`src/rtl/pipeline_status_pkg.sv`:
```
// rtl/pipeline_status_pkg.sv - shared pipeline handshake types and NOP encoding
package pipeline_status;

  typedef enum logic [3:0] {
    BUBBLE           = 4'd0,
    VALID            = 4'd1,
    FETCH_FAULT      = 4'd2,
    FETCH_MISALIGNED = 4'd3
  } forwards_t;

  typedef enum logic [1:0] {
    READY = 2'd0,
    STALL = 2'd1,
    JUMP  = 2'd2
  } backwards_t;

  localparam logic [31:0] NOP = 32'h0000_0013;

endpackage

```
`src/rtl/fetch_skid_buffer.sv`:
```
// rtl/fetch_skid_buffer.sv - one-entry holding slot for a response that decode could not take
module fetch_skid_buffer (
  input  logic        clk,
  input  logic        rst_n,
  input  logic        push_i,
  input  logic        pop_i,
  input  logic        clear_i,
  input  logic [31:0] data_i,
  input  logic        err_i,
  output logic        valid_o,
  output logic [31:0] data_o,
  output logic        err_o
);

  logic        valid_q;
  logic [31:0] data_q;
  logic        err_q;

  // clear wins so a redirect can never leak a stale instruction
  always_ff @(posedge clk or negedge rst_n) begin
    if (!rst_n) begin
      valid_q <= 1'b0;
      data_q  <= '0;
      err_q   <= 1'b0;
    end else if (clear_i) begin
      valid_q <= 1'b0;
    end else if (push_i) begin
      valid_q <= 1'b1;
      data_q  <= data_i;
      err_q   <= err_i;
    end else if (pop_i) begin
      valid_q <= 1'b0;
    end
  end

  assign valid_o = valid_q;
  assign data_o  = data_q;
  assign err_o   = err_q;

endmodule

```
`src/rtl/fetch_stage.sv`:
```
// rtl/fetch_stage.sv - instruction fetch FSM with single outstanding request and skid slot
// FETCH_PERF_CNT_EN adds fetch_count_o / bubble_count_o event counters.
module fetch_stage
  import pipeline_status::*;
#(
  parameter logic [31:0] RESET_VECTOR = 32'h0000_0000
) (
  input  logic        clk,
  input  logic        rst_n,
  input  logic [1:0]  back_status_i,
  input  logic [31:0] jump_target_i,
  output logic        imem_req_o,
  output logic [31:0] imem_addr_o,
  input  logic        imem_gnt_i,
  input  logic        imem_rvalid_i,
  input  logic [31:0] imem_rdata_i,
  input  logic        imem_err_i,
  output logic [31:0] instr_o,
  output logic [31:0] pc_o,
  output logic [3:0]  fwd_status_o
`ifdef FETCH_PERF_CNT_EN
  ,
  output logic [31:0] fetch_count_o,
  output logic [31:0] bubble_count_o
`endif
);

  typedef enum logic [2:0] {FETCH, WAIT, HOLD, DISCARD, HALT} state_t;

  state_t      state_q, state_d;
  logic [31:0] pc_q, pc_d;
  logic        req_q, req_d;
  logic [31:0] instr_q, instr_d;
  logic [31:0] pc_out_q, pc_out_d;
  forwards_t   status_q, status_d;
  logic        pend_mis_q, pend_mis_d;

  logic        skid_push, skid_pop, skid_clear;
  logic        skid_valid, skid_err;
  logic [31:0] skid_data;

  logic is_ready, is_stall, is_jump, granted;

  assign is_jump  = (back_status_i == JUMP);
  assign is_ready = (back_status_i == READY);
  assign is_stall = !is_jump && !is_ready;
  assign granted  = req_q && imem_gnt_i;

  fetch_skid_buffer u_skid (
    .clk     (clk),
    .rst_n   (rst_n),
    .push_i  (skid_push),
    .pop_i   (skid_pop),
    .clear_i (skid_clear),
    .data_i  (imem_rdata_i),
    .err_i   (imem_err_i),
    .valid_o (skid_valid),
    .data_o  (skid_data),
    .err_o   (skid_err)
  );

  always_comb begin
    state_d    = state_q;
    pc_d       = pc_q;
    instr_d    = instr_q;
    pc_out_d   = pc_out_q;
    status_d   = status_q;
    pend_mis_d = pend_mis_q;
    skid_push  = 1'b0;
    skid_pop   = 1'b0;
    skid_clear = 1'b0;

    if (is_jump) begin
      pc_d       = jump_target_i;
      skid_clear = 1'b1;
      pend_mis_d = 1'b0;
      instr_d    = NOP;
      status_d   = BUBBLE;
      case (state_q)
        FETCH:   state_d = granted ? DISCARD : FETCH;
        WAIT,
        DISCARD: state_d = imem_rvalid_i ? FETCH : DISCARD;
        default: state_d = FETCH;
      endcase
    end else begin
      if (is_ready) begin
        instr_d  = NOP;
        status_d = BUBBLE;
      end
      case (state_q)
        FETCH: begin
          if (pc_q[1:0] != 2'b00) begin
            state_d = HALT;
            if (is_ready) begin
              pc_out_d = pc_q;
              status_d = FETCH_MISALIGNED;
            end else begin
              pend_mis_d = 1'b1;
            end
          end else if (granted) begin
            state_d = WAIT;
          end
        end
        WAIT: begin
          if (imem_rvalid_i) begin
            state_d = imem_err_i ? HALT : HOLD;
            if (is_ready) begin
              instr_d  = imem_rdata_i;
              pc_out_d = pc_q;
              status_d = imem_err_i ? FETCH_FAULT : VALID;
              if (!imem_err_i) begin
                pc_d    = pc_q + 32'd4;
                state_d = FETCH;
              end
            end else begin
              skid_push = 1'b1;
            end
          end
        end
        HOLD: begin
          if (is_ready) begin
            instr_d  = skid_data;
            pc_out_d = pc_q;
            status_d = skid_err ? FETCH_FAULT : VALID;
            pc_d     = pc_q + 32'd4;
            skid_pop = 1'b1;
            state_d  = FETCH;
          end
        end
        DISCARD: begin
          if (imem_rvalid_i) state_d = FETCH;
        end
        HALT: begin
          // a fault/misalignment seen under STALL is delivered here once decode is ready
          if (is_ready && pend_mis_q) begin
            pc_out_d   = pc_q;
            status_d   = FETCH_MISALIGNED;
            pend_mis_d = 1'b0;
          end else if (is_ready && skid_valid) begin
            instr_d  = skid_data;
            pc_out_d = pc_q;
            status_d = FETCH_FAULT;
            skid_pop = 1'b1;
          end
        end
        default: state_d = HALT;
      endcase
    end

    req_d = (state_d == FETCH) && (pc_d[1:0] == 2'b00);
  end

  always_ff @(posedge clk or negedge rst_n) begin
    if (!rst_n) begin
      state_q    <= FETCH;
      pc_q       <= RESET_VECTOR;
      req_q      <= 1'b0;
      instr_q    <= NOP;
      pc_out_q   <= '0;
      status_q   <= BUBBLE;
      pend_mis_q <= 1'b0;
    end else begin
      state_q    <= state_d;
      pc_q       <= pc_d;
      req_q      <= req_d;
      instr_q    <= instr_d;
      pc_out_q   <= pc_out_d;
      status_q   <= status_d;
      pend_mis_q <= pend_mis_d;
    end
  end

  assign imem_req_o   = req_q;
  assign imem_addr_o  = pc_q;
  assign instr_o      = instr_q;
  assign pc_o         = pc_out_q;
  assign fwd_status_o = status_q;

`ifdef FETCH_PERF_CNT_EN
  logic        emit;
  logic [31:0] fetch_cnt_q, bubble_cnt_q;

  assign emit = is_ready || is_jump;

  always_ff @(posedge clk or negedge rst_n) begin
    if (!rst_n) begin
      fetch_cnt_q  <= '0;
      bubble_cnt_q <= '0;
    end else begin
      if (emit && status_d == VALID)  fetch_cnt_q  <= fetch_cnt_q + 32'd1;
      if (emit && status_d == BUBBLE) bubble_cnt_q <= bubble_cnt_q + 32'd1;
    end
  end

  assign fetch_count_o  = fetch_cnt_q;
  assign bubble_count_o = bubble_cnt_q;
`endif

endmodule

```
`config.mk`:
```
export PLATFORM = sky130hd
export DESIGN_NAME = fetch_stage
export DESIGN_NICKNAME = d
export VERILOG_FILES = /design/src/rtl/pipeline_status_pkg.sv /design/src/rtl/fetch_skid_buffer.sv /design/src/rtl/fetch_stage.sv
export SDC_FILE = /design/constraint.sdc
export NUM_CORES = 1
export LEC_CHECK = 0
export ABC_AREA = 1
export CELL_PAD_IN_SITES_DETAIL_PLACEMENT = 1
export CELL_PAD_IN_SITES_GLOBAL_PLACEMENT = 1
export CORE_MARGIN = 1.5
export CORE_UTILIZATION = 25
export DETAILED_ROUTE_END_ITERATION = 16
export GPL_ROUTABILITY_DRIVEN = 0
export GPL_TIMING_DRIVEN = 1
export PLACE_DENSITY = 0.62
export SYNTH_ARGS = -nofsm -noshare
export SYNTH_HDL_FRONTEND = slang
export SYNTH_SLANG_ARGS = --single-unit
```
`constraint.sdc`:
```
create_clock -name clk -period 2 [get_ports clk]
set_clock_uncertainty 0.15 [all_clocks]
set_input_delay 0.2 -clock clk [delete_from_list [all_inputs] [get_ports clk]]
set_output_delay 0.2 -clock clk [all_outputs]
set_load 0.01 [all_outputs]
```
==> After elaboration in Yosys (flattened, before gate mapping) <==
Cells that the tools add are included.
{ "classes": {"n_mux": 63, "addsub": 1, "eq_ne": 15, "shift": 0, "mul": 0, "bitwise_logic": 2, "magnitude_cmp": 0, "n_div": 0, "reduce_logical": 18} }
{ "ops": {"columns": ["op", "n"], "rows": [
  ["two-way mux 32 bit", 17],
  ["case mux 32 bit (4 select lines)", 1],
  ["case mux 32 bit (3 select lines)", 1],
  ["case mux 32 bit (2 select lines)", 1],
  ["two-way mux 4 bit", 9],
  ["adder 32 x 3 -> 32 bit (second input constant)", 1],
  ["two-way mux 3 bit", 9],
  ["!= test 3 bit (second input constant)", 8],
  ["two-way mux 1 bit", 16],
  ["case mux 4 bit (4 select lines)", 1],
  ["case mux 3 bit (5 select lines)", 1],
  ["AND reduction 5 bit", 2],
  ["nonzero test 3 bit", 3],
  ["two-way mux 2 bit", 4],
  ["== test 3 x 2 -> 1 bit (second input constant)", 2],
  ["zero test 3 bit", 2],
  ["logical AND 1 bit", 4],
  ["zero test 2 bit", 2],
  ["!= test 2 bit (second input constant)", 2],
  ["case mux 1 bit (2 select lines)", 2],
  ["case mux 2 bit (2 select lines)", 1],
  ["AND reduction 4 bit", 1],
  ["nonzero test 4 bit", 1],
  ["== test 3 x 1 -> 1 bit (second input constant)", 1],
  ["other kinds (6)", 7]
]} }
{ "word_totals": {"latch_bits": 0, "memories": 0, "ram_bits": 0, "rom_bits": 0, "output_inout_bits": 101, "ff_bits": 139} }

==> Depth between registers and ports, before layout <==
Gate-level depths: netlist of the first run.
{ "depth": {"depth_word": 9, "depth_mapped": 13, "mapped_depth_nobuf": 10} }

==> Cells and area by module <==
Synthesis of the first run repeated with hierarchy kept, for this count alone.
{ "unflattened": {"cells_unflattened": 1068, "area_unflattened_um2": 7453.4} }
{ "modules_own_cells": {"columns": ["module", "area_each_um2", "cells_each", "instances", "seq_area_each_um2"], "rows": [
  ["fetch_stage", 6030.8, 920, 1, 2631.3],
  ["fetch_skid_buffer", 1422.6, 148, 1, 850.8]
]} }

==> Worst setup path before layout of the first run <==
OpenSTA, ideal clock, no wires.
{ "synth_path": {"path_type": "reg-to-reg", "startpoint": "register state_q[2]", "endpoint": "register u_skid.data_q[10] (netlist: u_skid.data_o[10])", "setup_time_ns": 0.130, "arrival_ns": 1.445, "path_stages_with_launch": 8, "slack_ns": 0.275, "t_required_ns": 1.720, "synth_period_minus_slack_ns": 1.725, "cell_sequence": "dfrtp_1 inv_2 nand2_1 nor2_4 nand2_2 nor2_4 clkbuf_1 o21ai_0"} }
{ "synth_via": {"elab_chain_len": 4} }
{ "synth_rtl": {"columns": ["item", "line_no", "text"], "rows": [
  ["start: declaration", "fetch_stage.sv:30", "state_t state_q, state_d;"],
  ["start signal: assignment", "fetch_stage.sv:163", "state_q <= state_d;"],
  ["== test 3 x 1 -> 1 bit", "fetch_stage.sv:90", "case (state_q)"],
  ["two-way mux 1 bit", "fetch_stage.sv:90", null],
  ["two-way mux 1 bit", "fetch_stage.sv:73", "if (is_jump) begin"],
  ["AND reduction 2 bit (no line)", null, null],
  ["end signal: assignment", "fetch_skid_buffer.sv:29", "data_q <= data_i;"],
  ["end: declaration", "fetch_skid_buffer.sv:16", "logic [31:0] data_q;"]
]} }
Every way passes these cells.
A chain may end at the register's enable or synchronous reset.

==> Worst setup path in the final report of the first run <==
{ "layout_path": {"startpoint": "register pc_q[24] (netlist: imem_addr_o[24])", "endpoint": "output port imem_addr_o[24]"} }
{ "layout_rtl": {"columns": ["item", "line_no", "text"], "rows": [
  ["start: declaration", "fetch_stage.sv:31", "logic [31:0] pc_q, pc_d;"],
  ["start signal: assignment", "fetch_stage.sv:164", "pc_q <= pc_d;"],
  ["end: declaration", "fetch_stage.sv:13", "output logic [31:0] imem_addr_o,"]
]} }
No word-level cell between the ends.

==> flow_results.org, run 1 <==
** Run status
- The flow ran to the end, and the final reports show no timing, DRC or antenna violations.

** STA
- Achievable clock frequency :: 514 MHz
- Final setup vio count :: 0
- At the pin with the least slew margin, the transition time is 464 ps.
- The final-report max-slew violation count is 0.
- Across all setup checks in the final design, the least slack found is 53.0 ps.
- Tightest slew margin relative to the limit :: 69.1%
- Final-report hold violation count :: 0
- Setup repair after global routing left no endpoint under its margin.
- Setup total negative slack on the finished layout was measured at 0 ps.
- Worst hold slack after final layout :: 122 ps
- The final critical path takes up 97.4% of the cycle.
- Post-layout minimum cycle time :: 1950 ps

** Power
- Relative contribution of sequential cells to total power :: 38.6%
- Net switching is 32.5% of the power.
- Internal power summed over all cells :: 6320 uW
- In this run the static leakage power is 0.00519 uW.
- For this design the total switching power over the nets is 3040 uW.
- Power Dens Cells :: 876 mW/mm^2
- The design draws 9360 uW.
- Fraction of power consumed by the clock network :: 36.7%
- In this run, the combinational gates consume 24.8% of the power.
- Largest vdd supply drop :: 0.000526 V

** Yosys
- Most frequent cells after synthesis :: 437 x sky130_fd_sc_hd__nand2_1, 136 x sky130_fd_sc_hd__dfrtp_1, 100 x sky130_fd_sc_hd__nor2_1
- Share of the yosys chip area belonging to registers :: 47.6%
- After synthesis, the cell types taking the most area are sky130_fd_sc_hd__dfrtp_1 46%, sky130_fd_sc_hd__nand2_1 22%, sky130_fd_sc_hd__nand3_1 5.9%.
- Summing the areas of all and, or, nand and nor instances in the mapped netlist gives 35.7% of the synthesized area.
- The synthesized design contains 139 register bits.
- For this run, the number of Yosys warnings is 0.
- Share of cell area taken by muxes after synthesis :: 0%
- The synthesized netlist devotes 8.51% of its cell area to compound gates.
- Async SR Flop Fraction :: 100%
- In this run, distinct cell masters in the synthesized netlist total 33.
- A synthesized cell averages 7.09 sq um.
- The synthesized netlist devotes 0% of its cell area to XOR and XNOR gates.
- Share of Yosys cell area claimed by the top area cell type :: 46.5%
- Synthesis produced a netlist with a net count of 1104.
- The largest total area in the synthesized netlist belongs to sky130_fd_sc_hd__dfrtp_1.
- Synthesis handed over a netlist of 1032 instances.
- After synthesis, the largest family of logic cells by area is simple AND/OR/NAND/NOR gates.
- Post-synthesis cell area :: 0.00732 sq mm
- EDFF count, synth :: 0
- Among all flip-flop cells after synthesis, the most frequent one is sky130_fd_sc_hd__dfrtp_1.
- Adder-cell area share of the yosys netlist :: 0.171%
- The most common cell in the synthesized netlist is sky130_fd_sc_hd__nand2_1.

** Floorplanning
- In this run the vertical extent of the chip is 174 um.
- Die width :: 174 um
- Once the floorplan was initialized, standard cells occupied 25.4% of the core.
- Placement Rows :: 62
- Floorplan core area :: 0.0288 sq mm
- Num ports :: 172
- The die covers 0.0303 sq mm.

** Setup path
- Largest stage delay on the critical path :: 620 ps
- Logic depth of the worst setup path including buffers :: 1
- The worst register-to-register path ends at u_skid.data_o[30].
- Data required time at the worst endpoint :: 1650 ps
- Sort of element at the start of the critical path :: flop
- Number of cells on the worst reg-to-reg path :: 9
- Launching point of the worst reg2reg path :: state_q[2]
- Along the worst path, the maximum fanout reaches 7.
- Arrival time at the worst endpoint :: 1600 ps
- The worst setup path is captured at an output port.
- Count of buffering cells on the critical path with inverters included :: 1
- For this design, the slowest cell found on the critical path is sky130_fd_sc_hd__clkdlybuf4s50_1.
- Source of the critical timing path :: imem_addr_o[24]
- Critical path's top delay family :: buffers and inverters
- Worst Setup Path Type :: flop to output port
- Following the worst setup path forward leads to its endpoint at imem_addr_o[24].
- Reg-to-reg setup timing slack :: 150 ps
- Traced cell by cell, the critical path runs through clkdlybuf4s50_1.

** Cells and area
- Count of nets after finishing :: 1328
- The count of cells in the finished layout, fillers not included, comes to 1654.
- Relative to the synthesized area, the layout overhead comes to 45.9%.
- After filler insertion, the fill cell instance count of the layout stands at 3508.
- In the final layout, the multi-input gates occupy 0.00329 sq mm.
- Of the cells placed in the final design, the portion with a size suffix greater than 1 is 11.3%.
- Flip-flop and latch area :: 0.00349 sq mm

** Global route
- The total overflow left after global routing is 0.
- Combined global-route utilization of all metal layers :: 17.8%
- First-pass GRT wire length :: 42800 um
- The number of global-route vias before repair came to 7675.
- Entering global routing, the biggest net connects 45 pins.
- The number of antenna violations at the first check in global routing is 2.

** Route
- Met3 WL post-DR :: 881 um
- Max layer used :: met5
- The first detailed-routing pass took 4 iterations.
- Remaining routing DRC violations :: 0
- Iter 0 DRT Violations :: 315
- Vias :: 7482
- Total wire length :: 26500 um
- Detailed-route vias per instance :: 4.52
- Post-route met1 wirelength :: 13000 um
- The routed design uses 12200 um of met2 wire.
- Post-detailed-route wirelength per cell :: 16.0 um
- Once detail routing completed, the nets flagged for antenna violations numbered 0.

** Clock network
- Post-CTS clock slew at the launch and capture registers of the worst setup and hold paths :: 80 ps
- Number of clock sinks seen by CTS :: 139
- Source-to-sink clock delay at the later pin of the worst-skew pair :: 430 ps
- TritonCTS clock tree :: built
- Root Buffer Master :: sky130_fd_sc_hd__clkbuf_16
- TritonCTS buffer count :: 17
- CTS built an H-tree with a depth of 4.
- Clock Tree Buf Depth :: 2

** Flow run
- Number of violations of the max-capacitance limit :: 0

** Placed design
- At the placement stage, the worst setup path has a slack of -173 ps.
- Counting tap cells, the placed design contains a total of 1617 instances.
- HPWL after detailed placement :: 19500 um
- In this run the tool buffered the top-level ports with 171 buffer cells.

** Hold path
- Worst Hold Class :: input port to async pin
per-stage QoR:
step / util [%] / instance area [sq um]
finish: 37.1 / 10700
global route: 37.1 / 10700
CTS: 36.9 / 10600
detailed placement: 34.7 / 9980
global placement: 34.7 / 9980
floorplan: - / 7320
final cells by class:
type	count	area share [%]
Clock buffer	17	3.98
Antenna cell	1	0.0234
Tap cell	384	4.50
Sequential cell	139	32.7
Timing Repair Buffer	245	22.8
Inverter	98	3.47
Multi-Input combinational cell	755	30.8
Clock inverter	15	1.82
cells in the final DEF, fill, tap and decap left out, types with 2 or more instances in the layout:
master	n
sky130_fd_sc_hd__buf_6	4
sky130_fd_sc_hd__nor2_4	5
sky130_fd_sc_hd__clkbuf_16	17
sky130_fd_sc_hd__buf_4	58
sky130_fd_sc_hd__o21bai_1	2
sky130_fd_sc_hd__dfrtp_2	5
sky130_fd_sc_hd__inv_2	3
sky130_fd_sc_hd__buf_12	12
sky130_fd_sc_hd__nand2_2	7
sky130_fd_sc_hd__nand4_1	5
sky130_fd_sc_hd__nor2_2	4
sky130_fd_sc_hd__nand3_1	85
sky130_fd_sc_hd__dfstp_2	3
sky130_fd_sc_hd__nand2_1	434
sky130_fd_sc_hd__o21ai_0	74
sky130_fd_sc_hd__dfrtp_1	131
sky130_fd_sc_hd__o211ai_1	3
sky130_fd_sc_hd__inv_6	6
sky130_fd_sc_hd__nor2_1	95
sky130_fd_sc_hd__a21oi_1	5
sky130_fd_sc_hd__or2_2	3
sky130_fd_sc_hd__bufinv_16	2
sky130_fd_sc_hd__clkdlybuf4s50_1	170
sky130_fd_sc_hd__nand3_2	3
sky130_fd_sc_hd__o22ai_1	21
sky130_fd_sc_hd__inv_1	94
sky130_fd_sc_hd__inv_8	5
routing by layer:
layer  GRT usage [%]  up-vias
met1            25.0     3633
met5               0        -
met3            3.04       27
li1                -     3690
met2            28.4      130
met4            4.63        2
cell families after synthesis:
family          count (synthesis)
simple gates                  644
fa+ha+maj                       1
compound gates                110
flops                         139
buf+inv                       138
repair_timing:
action                                 in CTS  in global routing
buffers inserted                            0                  3
endpoints found under the hold margin     113                  0
resized for setup                           0                 17
hold buffers                                1                  0
setup endpoints to repair                   0                 84
registers in the layout (all words and copies together), names as in the netlist, 3 cells and up:
signal	flops
imem_addr_o	32
instr_o	32
pc_o	32
u_skid.data_o	32
fwd_status_o	4
state_q	3
how the worst min path moves through the flow:
stage,to,depth (start not counted),start
after floorplan,fwd_status_o[0],0,rst_n
after detailed placement,u_skid.data_o[30],1,rst_n
after CTS,u_skid.data_o[30],2,rst_n
final,instr_o[5],2,rst_n
after global placement,u_skid.data_o[30],1,rst_n
after global routing,u_skid.data_o[30],2,rst_n
power by group through the flow:
stage          logic [uW]  clock network (uW)  registers (uW)
2_1_floorplan         743                   0            3720
3_3_place_gp         2290                   0            3660
3_5_place_dp         2340                   0            3650
4_1_cts              2350                3510            3610
5_1_grt              2550                3610            3670
6_report             2320                3430            3610
Power figures use the tool's default switching activity.
==> run 2, diff against run 1 <==
Settings changed: GPL_TIMING_DRIVEN 1 to 0, SETUP_SLACK_MARGIN set to 0.02.
==> run 2 against run 1 <==
Clock power down 4%. Worst setup slack worse by 5.0 ps. Highest routed layer unchanged. Global-route usage up 0.79 points. Core utilization down 0.80 points. Wire length up 3.9%. Sequential share of layout area up 0.82 points. Critical path depth unchanged.
==> flow_results.org, run 2 (synthesis results as in run 1) <==
** Run status
- The flow ran to the end, and the final reports show no timing, DRC or antenna violations.

** Floorplanning
- Num ports :: 172
- The floorplan step set the die width to 174 um.
- Placement Rows :: 62
- Initial core utilization :: 25.4%
- The floorplan step set the die height to 174 um.
- Floorplan core area :: 0.0288 sq mm
- The die covers 0.0303 sq mm.

** Route
- Antenna-violating nets left :: 0
- Dividing the detail-routed wire length by the instance count gives 16.8 um.
- Vias :: 7416
- In this run, the number of DRC markers left after iteration 0 of detailed routing was 354.
- Detailed-route vias per instance :: 4.53
- After detailed routing, the total wire length is 27500 um.
- Remaining routing DRC violations :: 0
- The first detailed-routing pass took 5 iterations.

** Global route
- Met2 Resource Use GR :: 30.0%
- First-pass GRT wire length :: 44100 um
- The number of global-route vias before repair was 7853.
- Met3 routing resource usage after global routing :: 3.22%
- GR Overflow Total :: 0
- met2 is the most crowded layer.
- Entering global routing, the biggest net connects 92 pins.
- Combined global-route utilization of all metal layers :: 18.6%
- Global routing used 25.5% of the available met1 tracks.
- The number of antenna violations at the first check in global routing was 2.

** Setup path
- Arrival time at the worst endpoint :: 1600 ps
- Data required time at the worst endpoint :: 1650 ps
- Worst Setup Path Type :: flop to output port
- Traced cell by cell, the critical path runs through clkdlybuf4s50_1.
- Largest driver fanout on the critical path :: 7
- The worst setup path is captured at an output port.
- Sort of element at the start of the critical path :: flop
- Grouping stages by cell kind, the critical path spends the most delay in buffers and inverters.
- Largest stage delay on the critical path :: 650 ps
- On the critical path, the stage with the largest delay is an instance of sky130_fd_sc_hd__clkdlybuf4s50_1.
- The number of buffers and inverters on the critical path is 1.

** STA
- Subtracting the final worst setup slack from the clock period gives 1950 ps.
- Across all setup checks in the final design, the least slack found is 47.9 ps.
- Tightest slew margin relative to the limit :: 53.8%
- At the pin with the least slew margin, the transition time is 693 ps.
- The count of endpoints failing hold in the final timing report is 0.
- Hold timing on the final database bottoms out at a slack of 41.2 ps.
- The final-report max-slew violation count was 0.
- Setup violations remaining at the end of the flow were counted as 0.
- Final worst-path cycle share :: 97.6%
- Achievable clock frequency :: 512 MHz

** Cells and area
- Most frequent standard cell in the layout excluding fill and tap cells :: sky130_fd_sc_hd__nand2_1
- Share of final-layout standard cells stronger than drive strength 1 :: 10.8%
- Core Util, Final :: 36.3%
- In the layout the commonest cells are 432 x sky130_fd_sc_hd__nand2_1, 168 x sky130_fd_sc_hd__clkdlybuf4s50_1, 123 x sky130_fd_sc_hd__dfrtp_1.
- Count of nets after finishing :: 1309
- With fillers left out, the area of the finished cells amounts to 0.0105 sq mm.
- After filler insertion, the fill cell instance count of the layout stands at 3526.
- Area added between synthesis and finish :: 42.7%

** Clock network
- The clock reaches the later pin of the worst-skew pair after 440 ps.
- After clock tree synthesis, the clock-pin slew on the worst setup and hold paths is 70 ps.
- TritonCTS buffer count :: 17
- Root Buffer Master :: sky130_fd_sc_hd__clkbuf_16
- The clock tree synthesis step divided the H-tree into 4 levels.
- TritonCTS clock tree :: built
- Clock Tree Buf Depth :: 2
- Number of clock sinks seen by CTS :: 139

** Power
- The design draws 9110 uW.
- Dividing total power by cell area gives a power density of 872 mW/mm^2.
- The worst-case IR drop observed on VDD is 0.000440 V.
- Total leakage power :: 0.00500 uW

** Placed design
- HPWL after detailed placement :: 20000 um
- At the placement stage, the worst setup path has a slack of -485 ps.
- Cell area after placement :: 0.00952 sq mm
- Port Buf Inserts :: 169

** Flow run
- Across the run, the number of max-cap violations was 0.

** Hold path
- The tightest min-delay check is of the input port to flop type.
==> run 2: changes by cell type in the layout (fill, tap and decap cells not counted), moves of 9 or more <==
cell,previous run,this run
sky130_fd_sc_hd__buf_12,12,0
sky130_fd_sc_hd__clkbuf_4,0,9
sky130_fd_sc_hd__buf_4,58,18
sky130_fd_sc_hd__buf_2,0,9
==> run 2: worst min-delay path, stage by stage <==
cell and delay [ps]:
sky130_fd_sc_hd__buf_4 180, sky130_fd_sc_hd__o211ai_1 120, sky130_fd_sc_hd__nand2_1 60, sky130_fd_sc_hd__a21oi_1 30
==> run 2: timing repair <==
action	in CTS	in global routing
resized for setup	18	53
gates cloned	0	1
hold buffers	2	0
pin swaps	6	4
hold endpoints to repair	49	0
endpoints found under the setup margin	125	110
setup buffers	12	1
==> run 2: path summary, 6_finish.rpt <==
| kind | start | endpoint | slack, ps | cells past startpoint |
|---|---|---|---|---|
| worst min register to register | fwd_status_o[3] | fwd_status_o[3] | 320 | 2 |
| worst max register to register | state_q[2] | u_skid.data_o[24] | 100 | 8 |
| min in group asynchronous | rst_n | instr_o[30] | 120 | 2 |
| worst min-delay path | back_status_i[0] | pend_mis_q | 40 | 4 |
| worst max-delay path | imem_addr_o[17] | imem_addr_o[17] | 50 | 1 |
| max in group asynchronous | rst_n | imem_addr_o[13] | 690 | 3 |
==> run 2: layer usage <==
layer  vias up  part of all wire (%)  wire (um)
li1       3659                     -          -
met1      3582                    48      13100
met2       149                    47      12900
met3        24                   3.8       1050
met4         2                   1.7        469
met5         -                 0.040         11
==> run 2: final cells by class <==
type,instances,area [sq um],area share [%]
sequential,139,3500,33.5
multi-input combinational,756,3360,32.1
timing repair buffer,185,1850,17.7
tap,384,480,4.60
clock buffer,17,425,4.07
inverter,98,383,3.66
buffer,40,263,2.51
clock inverter,15,189,1.81
antenna,2,5.00,0.0479
==> run 2: power breakdown <==
part | internal (uW) | total, uW | switching (uW)
clock network | 1700 | 3290 | 1580
logic | 1090 | 2170 | 1080
registers | 3210 | 3650 | 447
total | 6000 | 9110 | 3110
==> run 2: metrics by stage <==
step / std cells / TNS [ps]
finish: 1636 / 0
global route: 1635 / -1.50
CTS: 1632 / 0
detailed placement: 1586 / -33630
global placement: 1585 / -833690
floorplan: 1032 / 0
